--- config.mk ---
export PLATFORM = sky130hd
export DESIGN_NAME = std_dev_ctrl
export DESIGN_NICKNAME = d
export VERILOG_FILES = /design/src/rtl/std_dev_ctrl.sv
export SDC_FILE = /design/constraint.sdc
export NUM_CORES = 1
export LEC_CHECK = 0
export ABC_AREA = 1
export CORE_MARGIN = 1
export CORE_UTILIZATION = 46
export CTS_CLUSTER_DIAMETER = 40
export CTS_CLUSTER_SIZE = 10
export DETAILED_ROUTE_END_ITERATION = 12
export HOLD_SLACK_MARGIN = 0.08
export PLACE_DENSITY = 0.81
export SYNTH_ARGS = -nofsm -noshare
export SYNTH_HDL_FRONTEND = slang
export SYNTH_SLANG_ARGS = --single-unit
--- constraint.sdc ---
create_clock -name clk_i -period 4.1 [get_ports clk_i]
set_clock_uncertainty 0.15 [all_clocks]
set_input_delay 0.82 -clock clk_i [delete_from_list [all_inputs] [get_ports clk_i]]
set_output_delay 0.82 -clock clk_i [all_outputs]
set_load 0.05 [all_outputs]
--- src/rtl/std_dev_ctrl.sv ---
// Purpose : sequencer for the std_dev datapath; gathers a frame of N_INPUT samples,
//           computes their truncated mean, holds operands for LATENCY cycles and
//           returns {mean, std_dev}.
// Latency : last sample accepted at edge T -> m_valid_o rises at edge T+1+LATENCY.
// Backpr. : s_ready_o only in FILL; result held stable in DONE until m_ready_i.
// Ports   : clk_i/reset_i (sync, active-high); s_valid_i/s_data_i/s_ready_o sample
//           stream; abort_i frame discard; dp_in_data_o/dp_mean_o/dp_std_dev_i to the
//           std_dev datapath; m_valid_o/m_mean_o/m_std_dev_o/m_ready_i result port;
//           busy_o high whenever a frame is in progress or a result is pending.
module std_dev_ctrl #(
   parameter int N_INPUT = 8,
   parameter int SIZE    = 32,
   parameter int LATENCY = 4
) (
   input  logic                      clk_i,
   input  logic                      reset_i,
   input  logic                      s_valid_i,
   input  logic [SIZE-1:0]           s_data_i,
   output logic                      s_ready_o,
   input  logic                      abort_i,
   output logic [N_INPUT*SIZE-1:0]   dp_in_data_o,
   output logic [SIZE-1:0]           dp_mean_o,
   input  logic [SIZE-1:0]           dp_std_dev_i,
   output logic                      m_valid_o,
   output logic [SIZE-1:0]           m_mean_o,
   output logic [SIZE-1:0]           m_std_dev_o,
   input  logic                      m_ready_i,
   output logic                      busy_o
);

   localparam int CW = $clog2(N_INPUT);
   localparam int SW = SIZE + CW;                           // sum cannot overflow
   localparam int WW = (LATENCY > 1) ? $clog2(LATENCY) : 1;

   typedef enum logic [1:0] {FILL, MEAN, RUN, DONE} state_t;

   state_t            state_q, state_d;
   logic [CW-1:0]     cnt_q;
   logic [SW-1:0]     sum_q;
   logic [SIZE-1:0]   smp_q [N_INPUT];
   logic [SIZE-1:0]   dp_mean_q;
   logic [WW-1:0]     wcnt_q;
   logic              m_valid_q;
   logic [SIZE-1:0]   m_mean_q;
   logic [SIZE-1:0]   m_std_q;

   logic accept;
   logic last_smp;
   logic wait_done;

   // A sample offered together with abort is dropped.
   assign accept    = (state_q == FILL) && s_valid_i && !abort_i;
   assign last_smp  = (cnt_q == CW'(N_INPUT - 1));
   assign wait_done = (wcnt_q == WW'(LATENCY - 1));

   // State register
   always_ff @(posedge clk_i) begin
      if (reset_i) state_q <= FILL;
      else         state_q <= state_d;
   end

   // Next-state logic
   always_comb begin
      state_d = state_q;
      case (state_q)
         FILL: if (accept && last_smp) state_d = MEAN;
         MEAN: state_d = abort_i ? FILL : RUN;
         RUN:  if (abort_i)        state_d = FILL;
               else if (wait_done) state_d = DONE;
         DONE: if (m_ready_i)      state_d = FILL;   // abort ignored here
         default: state_d = FILL;
      endcase
   end

   // Outputs depend on registered state only, never on s_valid_i/m_ready_i.
   always_comb begin
      s_ready_o = (state_q == FILL);
      busy_o    = !((state_q == FILL) && (cnt_q == '0));
   end

   // Datapath registers
   always_ff @(posedge clk_i) begin
      if (reset_i) begin
         cnt_q     <= '0;
         sum_q     <= '0;
         dp_mean_q <= '0;
         wcnt_q    <= '0;
         m_valid_q <= 1'b0;
         m_mean_q  <= '0;
         m_std_q   <= '0;
         for (int k = 0; k < N_INPUT; k++) smp_q[k] <= '0;
      end else begin
         if (accept) begin
            smp_q[cnt_q] <= s_data_i;
            sum_q        <= sum_q + SW'(s_data_i);
            cnt_q        <= last_smp ? '0 : cnt_q + CW'(1);
         end
         if (abort_i && (state_q != DONE)) begin
            cnt_q <= '0;
            sum_q <= '0;
         end
         if ((state_q == MEAN) && !abort_i) begin
            dp_mean_q <= SIZE'(sum_q >> CW);
            wcnt_q    <= '0;
         end
         if ((state_q == RUN) && !abort_i) begin
            wcnt_q <= wcnt_q + WW'(1);
            if (wait_done) begin
               m_std_q   <= dp_std_dev_i;
               m_mean_q  <= dp_mean_q;
               m_valid_q <= 1'b1;
            end
         end
         if ((state_q == DONE) && m_ready_i) begin
            m_valid_q <= 1'b0;
            sum_q     <= '0;
            cnt_q     <= '0;
         end
      end
   end

   // Sample 0 lands in the most significant slice.
   for (genvar k = 0; k < N_INPUT; k++) begin : g_pack
      assign dp_in_data_o[(N_INPUT-k)*SIZE-1 -: SIZE] = smp_q[k];
   end

   assign dp_mean_o   = dp_mean_q;
   assign m_valid_o   = m_valid_q;
   assign m_mean_o    = m_mean_q;
   assign m_std_dev_o = m_std_q;

endmodule
==> results of run 1 <==
[layout make-up]
cell class | count | share of cell area
Sequential cell | 395 | 0.458
Clock inverter | 16 | 0.00881
Antenna cell | 3 | 0.000328
Timing Repair Buffer | 449 | 0.194
Tap cell | 455 | 0.0249
Clock buffer | 83 | 0.0680
Inverter | 173 | 0.0284
Multi-Input combinational cell | 1103 | 0.217
[where the power goes]
group / switching (mW) / total [mW] / internal [mW]
combinational: 1.37 / 1.93 / 0.568
sequential: 0.143 / 4.59 / 4.44
clock: 1.74 / 4.56 / 2.81
[per-stage QoR]
step / util / instance area [um^2]
6_report: 0.657 / 22900
5_1_grt: 0.657 / 22900
4_1_cts: 0.657 / 22800
3_5_place_dp: 0.606 / 21100
3_3_place_gp: 0.606 / 21100
2_1_floorplan: - / 16400
[kinds of logic after synthesis]
group	count (synthesis)
simple gates	870
flops	395
buf+inv	238
compound gates	180
fa+ha+maj	37
xor+xnor	16
[flip-flops by register name, indices dropped and copies added, names as in the netlist]
register / flops
m_std_dev_o: 32
dp_mean_o: 32
smp_q: 256
m_valid_o: 1
cnt_q: 3
sum_q: 35
m_mean_o: 32
wcnt_q: 2
state_q: 2
[worst max-delay path by stage]
stage	start	to	slack, ns	depth (start not counted)
detailed placement	s_data_i[0]	sum_q[28]	0.71	16
floorplan	abort_i	smp_q[0][0]	1.23	8
global route	cnt_q[0]	busy_o	0.80	4
global placement	s_data_i[0]	sum_q[28]	0.80	16
CTS	cnt_q[0]	busy_o	0.83	4
finish	cnt_q[0]	busy_o	0.85	4
[routing by layer]
layer,up-vias,global-route usage
li1,6505,-
met1,6664,0.348
met2,737,0.506
met3,131,0.0486
met4,0,0.142
met5,-,0
[placed cells by master (no fill, tap or decap), drive strengths merged, types with 2 or more instances in the layout]
master	netlist	final
nor3	6	6
a21oi	41	41
diode	0	3
edfxtp	256	256
nand2	239	239
ha	36	36
clkbuf	25	83
xnor2	3	3
o211ai	2	2
o21ai	127	127
nor2	563	563
o21bai	3	3
inv	172	180
nor4	2	2
bufinv	0	3
a211oi	4	4
buf	40	26
nand4	3	3
clkdlybuf4s50	0	423
clkinv	1	5
nand3	55	55
dfxtp	139	139
xor2	13	13
==> flow_metrics.py, run 1 <==
metrics = {
    "logic_synthesis": {
        "synth_ff_type": "edfxtp_1",
        "syn_area_per_cell_um2": 9.43,
        "syn-num-nets": 1842,
        "yosysSeqAreaShare": 0.639,
        "synthTopCellsByCount": "nor2_1, edfxtp_1, nand2_1",
        "syn_inst": 1736,
        "ys_seq_elements": 395,
        "ys_top_cells_by_area": "edfxtp_1, dfxtp_1, nor2_1",
        "synth_edf_count": 256,
        "synth_top_family_by_area": "simple AND/OR/NAND/NOR gates",
        "syn_area_um2": 16400,
        "ys_async_sr_fraction": 0,
        "synth_simple_gate_area_frac": 0.208,
        "muxShareOfSynthArea": 0,
        "synthDominantCellAreaShare": 0.469,
        "synth-xor-area-share": 0.00856,
        "synth.most_common_cell": "nor2_1",
        "synthAdderAreaFrac": 0.0287,
        "synth_warnings": 0,
        "yosys.area.top_type": "edfxtp_1",
        "ys_types": 34,
        "synth-compound-area-share": 0.0570,
    },
    "power": {
        "power_density_nw_per_um2": 485,
        "power_mw": 11.1,
        "leakage_nw": 9.87,
        "ir_drop_uv": 366,
    },
    "clocking": {
        "cts_tree": "yes",
        "clkSinkCount": 395,
        "cts_resized": 0,
        "cts.clk_slew.worst_paths_ns": 0.06,
        "insertion_delay_ns": 0.58,
        "cts-hold-fix-buffers": 0,
        "htreeDepth": 2,
        "clockBufferDepth": 3,
        "ctsRootBufferMaster": "clkbuf_16",
        "cts_setup_buffers": 0,
        "cts_buffers": 54,
    },
    "critical_path": {
        "cp_slowest_cell": "clkdlybuf4s50_1",
        "rr_worst_depth": 15,
        "slowest_delay_ns": 0.87,
        "endpoint_kind": "output pin",
        "crit_fanout": 4,
        "critical_path_class": "flip-flop to output pin",
        "crit_arrival_ns": 2.28,
        "crit_family": "buffers and inverters",
        "cp-start-kind": "flip-flop",
        "reg2reg_slack_ns": 1.63,
        "r2r-start": "sum_q[0]",
        "crit_required_ns": 3.13,
        "crit_buf_inv": 2,
        "path_cells": "inv_1 -> ha_1 -> nand3_1 -> clkdlybuf4s50_1",
        "reg2reg_to": "sum_q[22]",
    },
    "route": {
        "highest_layer": "met4",
        "drtAntennaViolNets": 0,
        "routed-wl-met3_um": 4280,
        "drt_wl_total_um": 54100,
        "via_per_inst": 5.24,
        "drtIter0Drc": 1330,
        "vias": 14037,
        "drt_first_pass_iters": 6,
        "met1_length_um": 20300,
        "wl_met2_um": 27200,
        "route.detailed.drc": 0,
        "wl_per_cell_um": 20.2,
    },
    "sta": {
        "drv_slew": 0,
        "period_needed_ns": 3.25,
        "fin_ws_ns": 0.852,
        "fin_crit_sh": 0.792,
        "finalHoldViolations": 0,
        "fmax_mhz": 308,
        "slew_headroom": 0.333,
        "tightest_slew_ns": 0.999,
        "rsz0062_at_grt": "false",
        "fin_tns_setup_ns": 0,
        "setup_viol": 0,
        "hold_ws_ns": 0.315,
    },
    "placed_design": {
        "dp.cells": 2575,
        "gp_congestion": 0.999,
        "place_ws_ns": 0.714,
        "dpl.hpwl_um": 38400,
        "numPortBuffers": 423,
    },
    "min_path": {
        "holdCritPathClass": "flip-flop to flip-flop",
        "worstHoldEndpoint": "wcnt_q[0]",
        "hold_path_depth": 1,
        "hold_start": "wcnt_q[0]",
    },
    "layout": {
        "finalNonFillerCells": 2677,
        "nNetsFinal": 2282,
        "multi_input_area_um2": 4960,
        "layout-drive-gt1-share": 0.0545,
        "seq_area_um2": 10500,
        "area_delta_synth_final_pct": 39.6,
        "fill_cells": 2673,
    },
    "floorplan": {
        "ioPinCount": 424,
        "start_util": 0.471,
        "fp-row-count": 68,
        "chipHeight_um": 191,
        "core_um2": 34800,
        "die_area_um2": 36400,
        "die_width_um": 191,
    },
    "global_routing": {
        "grt_max_degree": 75,
        "grt_pass1_wl_um": 78600,
        "grt_pass1_vias": 13326,
        "antenna_found_initial": 1,
        "grt_usage": 0.291,
        "overflow": 0,
    },
    "flow_run": {
        "drv_cap": 0,
    },
    "status": {
        "status": "finished clean",
    },
}
Note: power is estimated with default switching activity, not from simulation.
==> run 2: changes to the inputs <==
--- a/config.mk
+++ b/config.mk
@@ -7,7 +7,7 @@
 export LEC_CHECK = 0
 export ABC_AREA = 1
 export CORE_MARGIN = 1
-export CORE_UTILIZATION = 46
+export CORE_UTILIZATION = 44
 export CTS_CLUSTER_DIAMETER = 40
 export CTS_CLUSTER_SIZE = 10
 export DETAILED_ROUTE_END_ITERATION = 12
==> constraint.sdc (replaced) <==
create_clock -name clk_i -period 2.8 [get_ports clk_i]
set_clock_uncertainty 0.15 [all_clocks]
set_input_delay 0.56 -clock clk_i [delete_from_list [all_inputs] [get_ports clk_i]]
set_output_delay 0.56 -clock clk_i [all_outputs]
set_load 0.05 [all_outputs]
==> run 2 against run 1 <==
  * Worst hold slack worse by 0.0025 ns
  * First-iteration DRC count down 10%
  * Final area up 2.7%
  * Register-to-register slack worse by 1.1 ns
  * Non-clock buffer count up 62
  * Routed wire length down 0.76%
  * Flip-flop and latch count unchanged
  * Total power up 48%
  * Final cell count up 3.0%
  * Clock-buffer cell count down 2
  * Global-route usage down 0.98 points
  * Core utilization down 1.6 points
  * Critical endpoint is now s_ready_o
  * Highest routed layer unchanged
==> flow_metrics.py, run 2 (synthesis results as in run 1) <==
metrics = {
    "clocking": {
        "cts_tree": "yes",
        "cts_resized": 0,
        "cts_setup_buffers": 0,
        "cts-hold-fix-buffers": 0,
        "htreeDepth": 2,
        "ctsRootBufferMaster": "clkbuf_16",
        "cts.clk_slew.worst_paths_ns": 0.06,
        "insertion_delay_ns": 0.60,
        "clkSinkCount": 395,
        "clockBufferDepth": 3,
        "cts_buffers": 55,
    },
    "floorplan": {
        "ioPinCount": 424,
        "start_util": 0.447,
        "fp-row-count": 70,
        "core_um2": 36600,
        "die_width_um": 195,
        "chipHeight_um": 195,
        "die_area_um2": 38000,
    },
    "layout": {
        "final_cell_mix": "nor2_1, clkdlybuf4s50_1, edfxtp_1",
        "nNetsFinal": 2345,
        "final_common_cell": "nor2_1",
        "top_register": "smp_q",
        "fill_cells": 2857,
        "area_delta_synth_final_pct": 43.3,
        "layout-drive-gt1-share": 0.0828,
        "design_area_um2": 23500,
        "top_regs": "smp_q: 256 flops, sum_q: 35 flops",
        "largest_reg_flops": 256,
        "utilization": 0.641,
    },
    "critical_path": {
        "cp-start-kind": "flip-flop",
        "crit_arrival_ns": 1.98,
        "critical_path_class": "flip-flop to output pin",
        "crit_family": "buffers and inverters",
        "crit_required_ns": 2.09,
        "crit_fanout": 4,
        "endpoint_kind": "output pin",
        "rr_worst_depth": 15,
        "path_cells": "nor2_1 -> clkdlybuf4s50_1",
        "cp_slowest_cell": "clkdlybuf4s50_1",
        "cp_num_cells": 2,
        "slowest_delay_ns": 0.88,
        "crit_buf_inv": 1,
    },
    "sta": {
        "setup_viol": 0,
        "rsz0062_at_grt": "false",
        "hold_ws_ns": 0.312,
        "period_needed_ns": 2.69,
        "slew_headroom": 0.271,
        "finalHoldViolations": 0,
        "tightest_slew_ns": 1.09,
        "drv_slew": 0,
        "fin_crit_sh": 0.961,
        "fmax_mhz": 371,
    },
    "power": {
        "leakage_nw": 10.2,
        "ir_drop_uv": 518,
        "power_mw": 16.4,
        "power_density_nw_per_um2": 698,
    },
    "route": {
        "drtAntennaViolNets": 0,
        "drtIter0Drc": 1194,
        "via_per_inst": 5.12,
        "route.detailed.drc": 0,
        "drt_first_pass_iters": 8,
        "wl_per_cell_um": 19.5,
        "drt_wl_total_um": 53700,
        "vias": 14120,
    },
    "global_routing": {
        "antenna_found_initial": 4,
        "grt_max_degree": 102,
        "grt_pass1_vias": 14028,
        "grt_pass1_wl_um": 80800,
        "overflow": 0,
        "grt_usage": 0.281,
    },
    "placed_design": {
        "numPortBuffers": 423,
        "placed_cell_area_um2": 21700,
        "dpl.hpwl_um": 38500,
        "gp_congestion": 0.914,
    },
    "flow_run": {
        "drv_cap": 0,
    },
    "status": {
        "status": "finished clean",
    },
    "min_path": {
        "holdCritPathClass": "flip-flop to flip-flop",
        "hold_path_depth": 1,
    },
}
[run 2: per-stage QoR]
step           setup slack (ns)  instances  TNS [ns]
2_1_floorplan             0.192       1736         0
3_3_place_gp             -0.133       2650    -0.690
3_5_place_dp             -0.226       2650     -2.04
4_1_cts                   0.102       2751         0
5_1_grt                  0.0543       2754         0
6_report                  0.108       2756         0
[run 2: worst paths after layout]
path,start,endpoint,slack [ns]
hold reg to reg,wcnt_q[0],wcnt_q[0],0.31
hold / removal,wcnt_q[0],wcnt_q[0],0.31
setup / recovery,state_q[1],s_ready_o,0.11
setup reg to reg,sum_q[0],sum_q[28],0.50
[run 2: layout make-up]
type | count | area, um^2 | share of cell area
Antenna cell | 5 | 12.5 | 0.000533
Clock buffer | 81 | 1550 | 0.0659
Clock inverter | 20 | 224 | 0.00954
Inverter | 173 | 649 | 0.0277
Multi-Input combinational cell | 1103 | 4960 | 0.211
Sequential cell | 395 | 10500 | 0.446
Tap cell | 468 | 586 | 0.0250
Timing Repair Buffer | 511 | 5020 | 0.214
[run 2: routing by layer]
layer | GRT usage | part of all wire | routed length, um
met2 | 0.490 | 0.49 | 26500
met3 | 0.0521 | 0.078 | 4210
met4 | 0.139 | 0.050 | 2670
met1 | 0.332 | 0.38 | 20300
met5 | 0 | 0 | 0
[run 2: where the power goes]
group          leakage, nW  switching, mW  internal, mW
clock network        0.846           2.59          4.12
logic                 5.59           2.02         0.951
registers             3.77          0.209          6.50
total                 10.2           4.81          11.6
